===== src/rtl/gate_lib_arbiter.sv =====
// gate_lib_arbiter
//   Round-robin arbiter in front of a shared 13-function gate-library
//   evaluator. Up to NREQ requesters present an opcode and four operand bits;
//   one request per cycle is granted, evaluated, and placed in a single
//   registered response slot that the consumer drains with rsp_ready.
//
// Ports
//   clk, rst       : clock, synchronous active-high reset
//   req_valid      : per-requester request valid
//   req_op         : opcode of requester i in [4i+3:4i]
//   req_in         : operands {d,c,b,a} of requester i in [4i+3:4i]
//   req_ready      : combinational grant, one-hot or zero
//   rsp_valid      : response slot is full
//   rsp_id         : requester index owning the response
//   rsp_data       : gate result (0 for illegal opcodes)
//   rsp_err        : opcode was illegal (13..15)
//   rsp_ready      : consumer accepts the response
//   err_cnt        : saturating count of accepted illegal opcodes
module gate_lib_arbiter #(
   parameter int NREQ = 4,
   parameter int IDW  = $clog2(NREQ)
) (
   input  logic              clk,
   input  logic              rst,
   input  logic [NREQ-1:0]   req_valid,
   input  logic [4*NREQ-1:0] req_op,
   input  logic [4*NREQ-1:0] req_in,
   output logic [NREQ-1:0]   req_ready,
   output logic              rsp_valid,
   output logic [IDW-1:0]    rsp_id,
   output logic              rsp_data,
   output logic              rsp_err,
   input  logic              rsp_ready,
   output logic [7:0]        err_cnt
);

   typedef enum logic {SLOT_EMPTY = 1'b0, SLOT_FULL = 1'b1} slot_state_t;

   slot_state_t    state_reg;
   logic [IDW-1:0] ptr_reg;
   logic [IDW-1:0] rsp_id_reg;
   logic           rsp_data_reg;
   logic           rsp_err_reg;
   logic [7:0]     err_cnt_reg;

   logic [3:0]     op_arr [NREQ];
   logic [3:0]     in_arr [NREQ];

   logic           any_valid;
   logic [IDW-1:0] winner;
   logic [IDW-1:0] cand;
   logic           can_accept;
   logic           transfer;
   logic [3:0]     win_op;
   logic [3:0]     win_in;
   logic           win_illegal;

   // (base + k) mod NREQ; works for non-power-of-two NREQ.
   function automatic logic [IDW-1:0] wrap_add(input logic [IDW-1:0] base, input int k);
      int s;
      s = int'(base) + k;
      if (s >= NREQ) s = s - NREQ;
      return s[IDW-1:0];
   endfunction

   function automatic logic gate_eval(input logic [3:0] op, input logic [3:0] v);
      logic a, b, c, d;
      {d, c, b, a} = v;
      case (op)
         4'd0:    return ~a;
         4'd1:    return a & b;
         4'd2:    return ~(a & b);
         4'd3:    return a & ~b;
         4'd4:    return a | b;
         4'd5:    return ~(a | b);
         4'd6:    return a | ~b;
         4'd7:    return a ^ b;
         4'd8:    return ~(a ^ b);
         4'd9:    return ~((a & b) | c);
         4'd10:   return ~((a | b) & c);
         4'd11:   return ~((a & b) | (c & d));
         4'd12:   return ~((a | b) & (c | d));
         default: return 1'b0;
      endcase
   endfunction

   // Unpack the flat request buses and drive the per-requester grants.
   generate
      for (genvar gi = 0; gi < NREQ; gi++) begin : g_req
         assign op_arr[gi]    = req_op[4*gi+3:4*gi];
         assign in_arr[gi]    = req_in[4*gi+3:4*gi];
         assign req_ready[gi] = transfer && (winner == IDW'(gi));
      end
   endgenerate

   // First valid requester in the order ptr, ptr+1, ... (mod NREQ).
   always_comb begin
      any_valid = 1'b0;
      winner    = '0;
      cand      = '0;
      for (int k = 0; k < NREQ; k++) begin
         cand = wrap_add(ptr_reg, k);
         if (!any_valid && req_valid[cand]) begin
            any_valid = 1'b1;
            winner    = cand;
         end
      end
   end

   // The grant never looks at req_ready, only at the request and slot state.
   assign can_accept  = (state_reg == SLOT_EMPTY) || rsp_ready;
   assign transfer    = !rst && any_valid && can_accept;
   assign win_op      = op_arr[winner];
   assign win_in      = in_arr[winner];
   assign win_illegal = (win_op > 4'd12);

   always_ff @(posedge clk) begin
      if (rst) begin
         state_reg    <= SLOT_EMPTY;
         ptr_reg      <= '0;
         rsp_id_reg   <= '0;
         rsp_data_reg <= 1'b0;
         rsp_err_reg  <= 1'b0;
         err_cnt_reg  <= 8'd0;
      end else begin
         if (transfer) begin
            // Covers both EMPTY->FULL and the back-to-back FULL->FULL refill.
            state_reg    <= SLOT_FULL;
            rsp_id_reg   <= winner;
            rsp_data_reg <= win_illegal ? 1'b0 : gate_eval(win_op, win_in);
            rsp_err_reg  <= win_illegal;
            ptr_reg      <= wrap_add(winner, 1);
            if (win_illegal && (err_cnt_reg != 8'hFF))
               err_cnt_reg <= err_cnt_reg + 8'd1;
         end else if (rsp_ready) begin
            state_reg <= SLOT_EMPTY;
         end
      end
   end

   assign rsp_valid = (state_reg == SLOT_FULL);
   assign rsp_id    = rsp_id_reg;
   assign rsp_data  = rsp_data_reg;
   assign rsp_err   = rsp_err_reg;
   assign err_cnt   = err_cnt_reg;

endmodule


===== config.mk =====
export PLATFORM = sky130hd
export DESIGN_NAME = gate_lib_arbiter
export DESIGN_NICKNAME = d
export VERILOG_FILES = /design/src/rtl/gate_lib_arbiter.sv
export SDC_FILE = /design/constraint.sdc
export NUM_CORES = 1
export LEC_CHECK = 0
export ABC_AREA = 0
export CAP_MARGIN = 0
export CORE_MARGIN = 2
export CORE_UTILIZATION = 49
export DETAILED_ROUTE_END_ITERATION = 8
export GPL_TIMING_DRIVEN = 0
export HOLD_SLACK_MARGIN = 0.05
export PLACE_DENSITY = 0.95
export SYNTH_ARGS = -nofsm -noshare
export SYNTH_HDL_FRONTEND = slang
export SYNTH_SLANG_ARGS = --single-unit

===== constraint.sdc =====
create_clock -name clk -period 6.4 [get_ports clk]
set_input_delay 1.6 -clock clk [delete_from_list [all_inputs] [get_ports clk]]
set_output_delay 1.6 -clock clk [all_outputs]
set_load 0.02 [all_outputs]

* After elaboration in Yosys (flattened, before gate mapping) *
Cells that the tools add are included.

cells by class
  muxes and demuxes = 31
  reduce and logical (&&, ||, !) cells = 19
  bitwise operators = 22
  eq/ne operators = 16
  order comparisons = 11
  $add $sub $neg = 10

operator list
  kind                 number
  $eq 4x4->1 const B   5
  $mux 2               9
  $bmux 4 s2           2
  $eq 4x3->1 const B   4
  $mux 4               4
  $ge 3x3->1 const B   5
  $pmux 1 s13          1
  $lt 2x3->1 const B   4
  $mux 1               11
  $logic_and 1x1->1    10
  $not 1->1            10
  $sub 2x1->2 const B  5
  $add 8x1->8 const B  1
  $bmux 1 s2           4
  $eq 4x2->1 const B   2
  $ne 8x8->1 const B   1
  $add 2x1->3 const B  2
  $add 2x2->3 const B  2
  $and 1x1->1          5
  $or 1x1->1           5
  $eq 2x2->1 const B   2
  $eq 4x1->1 const B   1
  $gt 4x4->1 const B   1
  $logic_not 1->1      4
  other kinds (9)      9

word-level totals
  register bits after elaboration = 15
  output and inout bits = 17
  input bits = 39
  logic and storage cells = 115

* Logic depth before layout (Yosys ltp) *
Gate-level depths: netlist of the first run.

  depth in word-level cells = 23
  mapped depth = 16
  depth with buffers taken out = 14

* Least setup slack after synthesis of the first run *
Ideal clock, no wire load.

  kind = input port to output port
  from = in req_valid[0]
  to = out req_ready[2]
  path buffers = 1
  required time = 4.800 ns
  cell stages on the path = 7
  setup slack = 1.747 ns
  arrival = 3.053 ns
  path through = nor2b_1 o21ai_2 nand2_4 inv_6 clkbuf_1 ha_1 and2_1

on the way
  elaborated cells on any way between the ends = 26
  classes of those cells = eq/ne (1); mux (16); reduce/logical (9)

RTL lines
  item                          RTL line  source
  from (decl)                   25        input logic [NREQ-1:0] req_valid,
  $bmux 1 s2                    103       if (!any_valid && req_valid[cand]) begin
  $mux 1 (not written as such)  103
  $mux 1                        103
  $logic_not 1->1               103
  $logic_and 1x1->1             103
  $mux 1                        103
  $logic_not 1->1               103
  $logic_and 1x1->1             103
  $mux 1                        103
  $logic_not 1->1               103
  $logic_and 1x1->1             103
  $mux 2 (*)                    103
  named net winner[1]           50        logic [IDW-1:0] winner;
  $eq 2x2->1 (*)                92        assign req_ready[gi] = transfer && (winner == IDW'(gi));
  $logic_and 1x1->1 (*)         92
  to (decl)                     28        output logic [NREQ-1:0] req_ready,

Mark *: on every way through the listed nets, which the timed path passes. The rest lies on a longest branch. The select of a mux whose other input is x is not followed.

* Worst setup path in the final report of the first run *
  from = in req_valid[0]
  to = out req_ready[3]

Same word-level chain as after synthesis.

==> impl_metrics.json, run 1 <==
{
  "yosysWarnings": 0,
  "overflow": 0,
  "ys_seq_area_share_pct": 19.5,
  "reg2reg_from": "ptr_reg[0]$_SDFFE_PP0P_",
  "ff2ff_setup_slack_ns": 2.56,
  "path_clk_slew_ns": 0.09,
  "cts.sinks": 15,
  "cts_buffer_depth": 2,
  "syn2layout_area_growth_pct": 41.0,
  "start_kind": "input pin",
  "drv_cap": 0,
  "yosysTopAreaCell": "dfxtp_1",
  "cpMaxStageDelayCell": "clkdlybuf4s50_1",
  "dpl_worst_slack_ns": 0.403,
  "cts_buffers": 3,
  "ys.flop_type": "dfxtp_1",
  "drc_errors": 0,
  "io_pins": 56,
  "port-buffer-count": 55,
  "setup_tns_ns": 0,
  "slew_headroom_pct": 55.6,
  "cpLargestDelayFamily": "buffers and inverters",
  "cts_tree": "yes",
  "rr_worst_depth": 13,
  "largest_reg_flops": 8,
  "r2r_end": "rsp_data$_SDFFE_PP0P_",
  "drv_slew": 0,
  "post-dp-hpwl_um": 3390,
  "gp_congestion": 0.918,
  "cts_root_buffer": "clkbuf_4",
  "rsz0062_at_grt": "no",
  "grt_pass1_vias": 1558,
  "syn-instance-count": 199,
  "required_ns": 4.80,
  "cts_resized": 0,
  "grt_pass1_wl_um": 6890,
  "syn_area_sq_um": 1540,
  "ctsHoldBuffers": 0,
  "path_class": "input pin to output pin",
  "worst_slew_pin_slew_ns": 0.666,
  "cpMostUsedCell": "clkdlybuf4s50_1",
  "synth.ff_latch_count": 15,
  "wl_met3_um": 216,
  "startpoint": "req_valid[0]",
  "synth-edff-count": 0,
  "avgSynthCellArea_sq_um": 7.74,
  "fin_skew_ns": 0.00447,
  "antenna_cells": 0,
  "cp.arrival_ns": 4.41,
  "layout_setup_ws_ns": 0.391,
  "die-width_um": 60.1,
  "wl_met1_um": 1930,
  "finalCritPeriodShare_pct": 93.9,
  "yosysTopAreaCellShare_pct": 19.5,
  "cp.buffers_inverters": 4,
  "finalHoldViolCount": 0,
  "slowest_delay_ns": 0.61,
  "track_usage_pct": 24.6,
  "finalPower_mw": 0.457,
  "vias": 1743,
  "synthTopCellsByArea": "dfxtp_1 (19%), mux2i_1 (7.8%), ha_1 (7.3%)",
  "cp_max_fo": 11,
  "drt_first_pass_iters": 4,
  "end_kind": "output pin",
  "drtAntennaViolNets": 0,
  "powerDensity_nw_per_um2": 210,
  "yosysUniqueCellTypes": 50,
  "min_to": "rsp_id[1]$_SDFFE_PP0P_",
  "initial_core_util_pct": 50.9,
  "path_cells": "clkdlybuf4s50_1, nor2b_1, o21ai_2, nand2_4, inv_6, clkbuf_1, ha_1, and2_1, clkdlybuf4s50_1",
  "async_reset_ff_share_pct": 0,
  "worst_hold_path_type": "flip-flop to flip-flop",
  "postSynthNetCount": 247,
  "ys_top_cells_by_count": "nand2_1 (19), dfxtp_1 (15), inv_1 (13), mux2i_1 (12), o21ai_0 (12)",
  "dieArea_sq_um": 3610,
  "min-delay-start": "rsp_id[1]$_SDFFE_PP0P_",
  "setup_viol": 0,
  "dr.first_iter.drc_count": 107,
  "std_cell_rows": 20,
  "max_freq_mhz": 166,
  "status": "complete, no violations",
  "core_area_sq_um": 3030,
  "die_y_um": 60.1,
  "routed.top_layer": "met4",
  "vdd_drop_max_mv": 0.127,
  "synth.most_common_cell": "nand2_1",
  "h-tree-depth": 1,
  "post_cts_buffers": 0,
  "fillers": 246,
  "viasPerCell": 5.77,
  "hold_path_depth": 2,
  "wire_per_inst_um": 14.0,
  "route.met2.wl_um": 2030,
  "wirelength_um": 4230,
  "clk_latency_ns": 0.29,
  "layout-drive-gt1-share_pct": 6.20,
  "fin_nets": 307,
  "power.leakage_nw": 0.825,
  "period_needed_ns": 6.01,
  "antenna_found_initial": 0,
  "grt_max_degree": 12
}
[power breakdown]
group	switching [mW]	leakage, nW	internal, mW
clock	0.0318	0.0150	0.0243
sequential	0.00861	0.122	0.103
combinational	0.162	0.688	0.127
total	0.202	0.825	0.254
[cell type report]
type                            instances  area [sq um]  share of cell area (%)
Sequential cell                        15           300                    13.8
Timing Repair Buffer                   55           551                    25.3
Inverter                               14          57.6                    2.65
Multi-Input combinational cell        162          1140                    52.5
Clock buffer                            4          26.3                    1.21
Buffer                                  8          41.3                    1.90
Tap cell                               44          55.1                    2.53
[worst register-to-register path: stages, from the launching register on]
cell      delay, ns
dfxtp_1        0.43
nor2b_1        0.10
o21ai_2        0.36
nand2_4        0.18
inv_6          0.14
clkbuf_1       0.53
mux2i_1        0.26
mux2i_1        0.15
ha_1           0.27
or4_1          0.51
o41ai_1        0.09
nor4_1         0.09
or4b_1         0.53
a31oi_1        0.14
[cells in the final DEF, fill, tap and decap left out, drive strengths merged, types with 7 or more instances in the layout]
master,netlist,routed
dfxtp,15,15
or3,8,8
ha,9,9
a21oi,11,11
o21ai,13,13
and3,7,7
inv,14,14
a211oi,8,8
nand3,9,9
clkdlybuf4s50,0,55
clkbuf,6,10
mux2i,13,13
nor2,9,9
nand2,20,20
[worst max-delay path by stage]
stage	to	slack (ns)	cells past startpoint
4_1_cts	req_ready[3]	0.40	9
2_1_floorplan	req_ready[2]	1.75	7
3_3_place_gp	req_ready[3]	0.41	9
5_1_grt	req_ready[3]	0.23	9
3_5_place_dp	req_ready[3]	0.40	9
6_report	req_ready[3]	0.39	9
[metal layers]
layer | vias up | GRT usage [%]
met2 | 67 | 40.2
met5 | - | 0
li1 | 872 | -
met1 | 797 | 33.0
met4 | 0 | 5.71
met3 | 7 | 5.41
[kinds of logic after synthesis]
group | Yosys count | share of synthesized area, %
adders and majority gates | 9 | 7.31
buffers and inverters | 22 | 6.42
xor gates and xnor gates | 1 | 0.569
muxes | 15 | 11.6
and+or+nand+nor | 84 | 30.7
DFF | 15 | 19.5
AOI/OAI and AO/OA | 53 | 23.9
[stage by stage]
step	std cells	area [sq um]	util (%)	hold WS, ns
floorplan	199	1540	-	0.483
global placement	298	2150	70.9	0.464
detailed placement	298	2150	70.9	0.473
CTS	302	2170	71.7	0.491
global route	302	2170	71.7	0.527
finish	302	2170	71.7	0.484
(Power assumes the default switching activity.)
==> run 2, diff against run 1 <==
--- a/config.mk
+++ b/config.mk
@@ -12,7 +12,7 @@
 export DETAILED_ROUTE_END_ITERATION = 8
 export GPL_TIMING_DRIVEN = 0
 export HOLD_SLACK_MARGIN = 0.05
-export PLACE_DENSITY = 0.95
+export PLACE_DENSITY_LB_ADDON = 0.15
 export SYNTH_ARGS = -nofsm -noshare
 export SYNTH_HDL_FRONTEND = slang
 export SYNTH_SLANG_ARGS = --single-unit
==> impl_metrics.json, run 2 (synthesis results as in run 1) <==
{
  "status": "complete, no violations",
  "std_cell_rows": 20,
  "fin_nets": 307,
  "drv_slew": 0,
  "core_area_sq_um": 3030,
  "worst_slew_pin_slew_ns": 0.646,
  "rr_worst_depth": 13,
  "track_usage_pct": 22.6,
  "overflow": 0,
  "post-dp-hpwl_um": 3240,
  "dr.first_iter.drc_count": 80,
  "reg2reg_from": "ptr_reg[0]$_SDFFE_PP0P_",
  "slowest_delay_ns": 0.60,
  "r2r_end": "rsp_data$_SDFFE_PP0P_",
  "h-tree-depth": 1,
  "cp.arrival_ns": 4.40,
  "path_cells": "clkdlybuf4s50_1, nor2b_2, a211o_1, buf_4, nand2_4, inv_6, clkbuf_1, ha_1, and2_1, clkdlybuf4s50_1",
  "cts_buffers": 3,
  "cts_buffer_depth": 2,
  "required_ns": 4.80,
  "fin_skew_ns": 0.00387,
  "drt_first_pass_iters": 4,
  "gp_congestion": 0.854,
  "cts_root_buffer": "clkbuf_4",
  "dieArea_sq_um": 3610,
  "powerDensity_nw_per_um2": 206,
  "place_area_sq_um": 2150,
  "cp_max_fo": 11,
  "period_needed_ns": 6.00,
  "io_pins": 56,
  "start_kind": "input pin",
  "power.leakage_nw": 0.828,
  "hold_slack_ns": 0.476,
  "wirelength_um": 3980,
  "startpoint": "req_valid[1]",
  "min-delay-start": "rsp_id[1]$_SDFFE_PP0P_",
  "wire_per_inst_um": 13.2,
  "fillers": 269,
  "cts.sinks": 15,
  "setup_viol": 0,
  "worst_hold_path_type": "flip-flop to flip-flop",
  "rsz0062_at_grt": "no",
  "syn2layout_area_growth_pct": 41.1,
  "vdd_drop_max_mv": 0.131,
  "drc_errors": 0,
  "antenna_cells": 0,
  "design_area_sq_um": 2170,
  "post_cts_buffers": 0,
  "mostFrequentLayoutCells": "clkdlybuf4s50_1 (55), nand2_1 (19), dfxtp_1 (15)",
  "die-width_um": 60.1,
  "end_kind": "output pin",
  "cpMostUsedCell": "clkdlybuf4s50_1",
  "drtAntennaViolNets": 0,
  "fin_util_pct": 71.8,
  "grt_max_degree": 12,
  "grt_pass1_wl_um": 6400,
  "port-buffer-count": 55,
  "cts_resized": 0,
  "initial_core_util_pct": 50.9,
  "final_common_cell": "clkdlybuf4s50_1",
  "layout-drive-gt1-share_pct": 6.59,
  "grt_pass1_vias": 1487,
  "finalCritPeriodShare_pct": 93.7,
  "min_to": "rsp_id[1]$_SDFFE_PP0P_",
  "cts_tree": "yes",
  "ctsHoldBuffers": 0,
  "max_freq_mhz": 167,
  "ff2ff_setup_slack_ns": 2.64,
  "die_y_um": 60.1,
  "hold_path_depth": 2,
  "drv_cap": 0,
  "vias": 1697,
  "antenna_found_initial": 0,
  "slew_headroom_pct": 56.9,
  "finalHoldViolCount": 0,
  "path_clk_slew_ns": 0.09,
  "path_class": "input pin to output pin",
  "cpMaxStageDelayCell": "clkdlybuf4s50_1",
  "clk_latency_ns": 0.28,
  "viasPerCell": 5.62,
  "setup_tns_ns": 0,
  "largest_reg_flops": 8
}
## run 2: layer usage
layer	track usage, %	wire [um]	vias up
met5	0	0	-
met4	5.08	21	0
met3	0.649	222	2
met2	40.8	1930	74
met1	29.6	1800	747
li1	-	-	874
## run 2: stage by stage
stage | setup WS [ns] | power (mW) | std cells
6_report | 0.401 | 0.449 | 302
5_1_grt | 0.226 | 0.483 | 302
4_1_cts | 0.394 | 0.448 | 302
3_5_place_dp | 0.402 | 0.395 | 298
3_3_place_gp | 0.412 | 0.394 | 298
2_1_floorplan | 1.75 | 0.306 | 199
## run 2: worst max path at each step
stage | depth (start not counted) | end | slack, ns
final | 10 | req_ready[2] | 0.40
after global routing | 9 | req_ready[2] | 0.23
after CTS | 10 | req_ready[2] | 0.39
after detailed placement | 10 | req_ready[2] | 0.40
after global placement | 9 | req_ready[2] | 0.41
after floorplan | 7 | req_ready[2] | 1.75
## run 2: area by class of cell
type / instances / area (sq um) / share of cell area [%]
tap: 44 / 55.1 / 2.53
timing repair buffer: 55 / 551 / 25.3
inverter: 14 / 57.6 / 2.65
clock inverter: 1 / 5.00 / 0.230
multi-input combinational: 162 / 1140 / 52.5
buffer: 8 / 41.3 / 1.90
clock buffer: 3 / 22.5 / 1.04
sequential: 15 / 300 / 13.8
## run 2: worst max-delay path, delay by kind of cell
| kind | cells | cell delay, ns |
|---|---|---|
| buffers and inverters | 5 | 1.93 |
| and+or+nand+nor | 3 | 0.47 |
| adders and majority gates | 1 | 0.25 |
| AOI/OAI and AO/OA | 1 | 0.14 |
## run 2: power breakdown
part / switching (mW) / internal, mW / leakage (nW)
Clock: 0.0293 / 0.0232 / 0.0177
Sequential: 0.00765 / 0.103 / 0.122
Combinational: 0.159 / 0.126 / 0.688
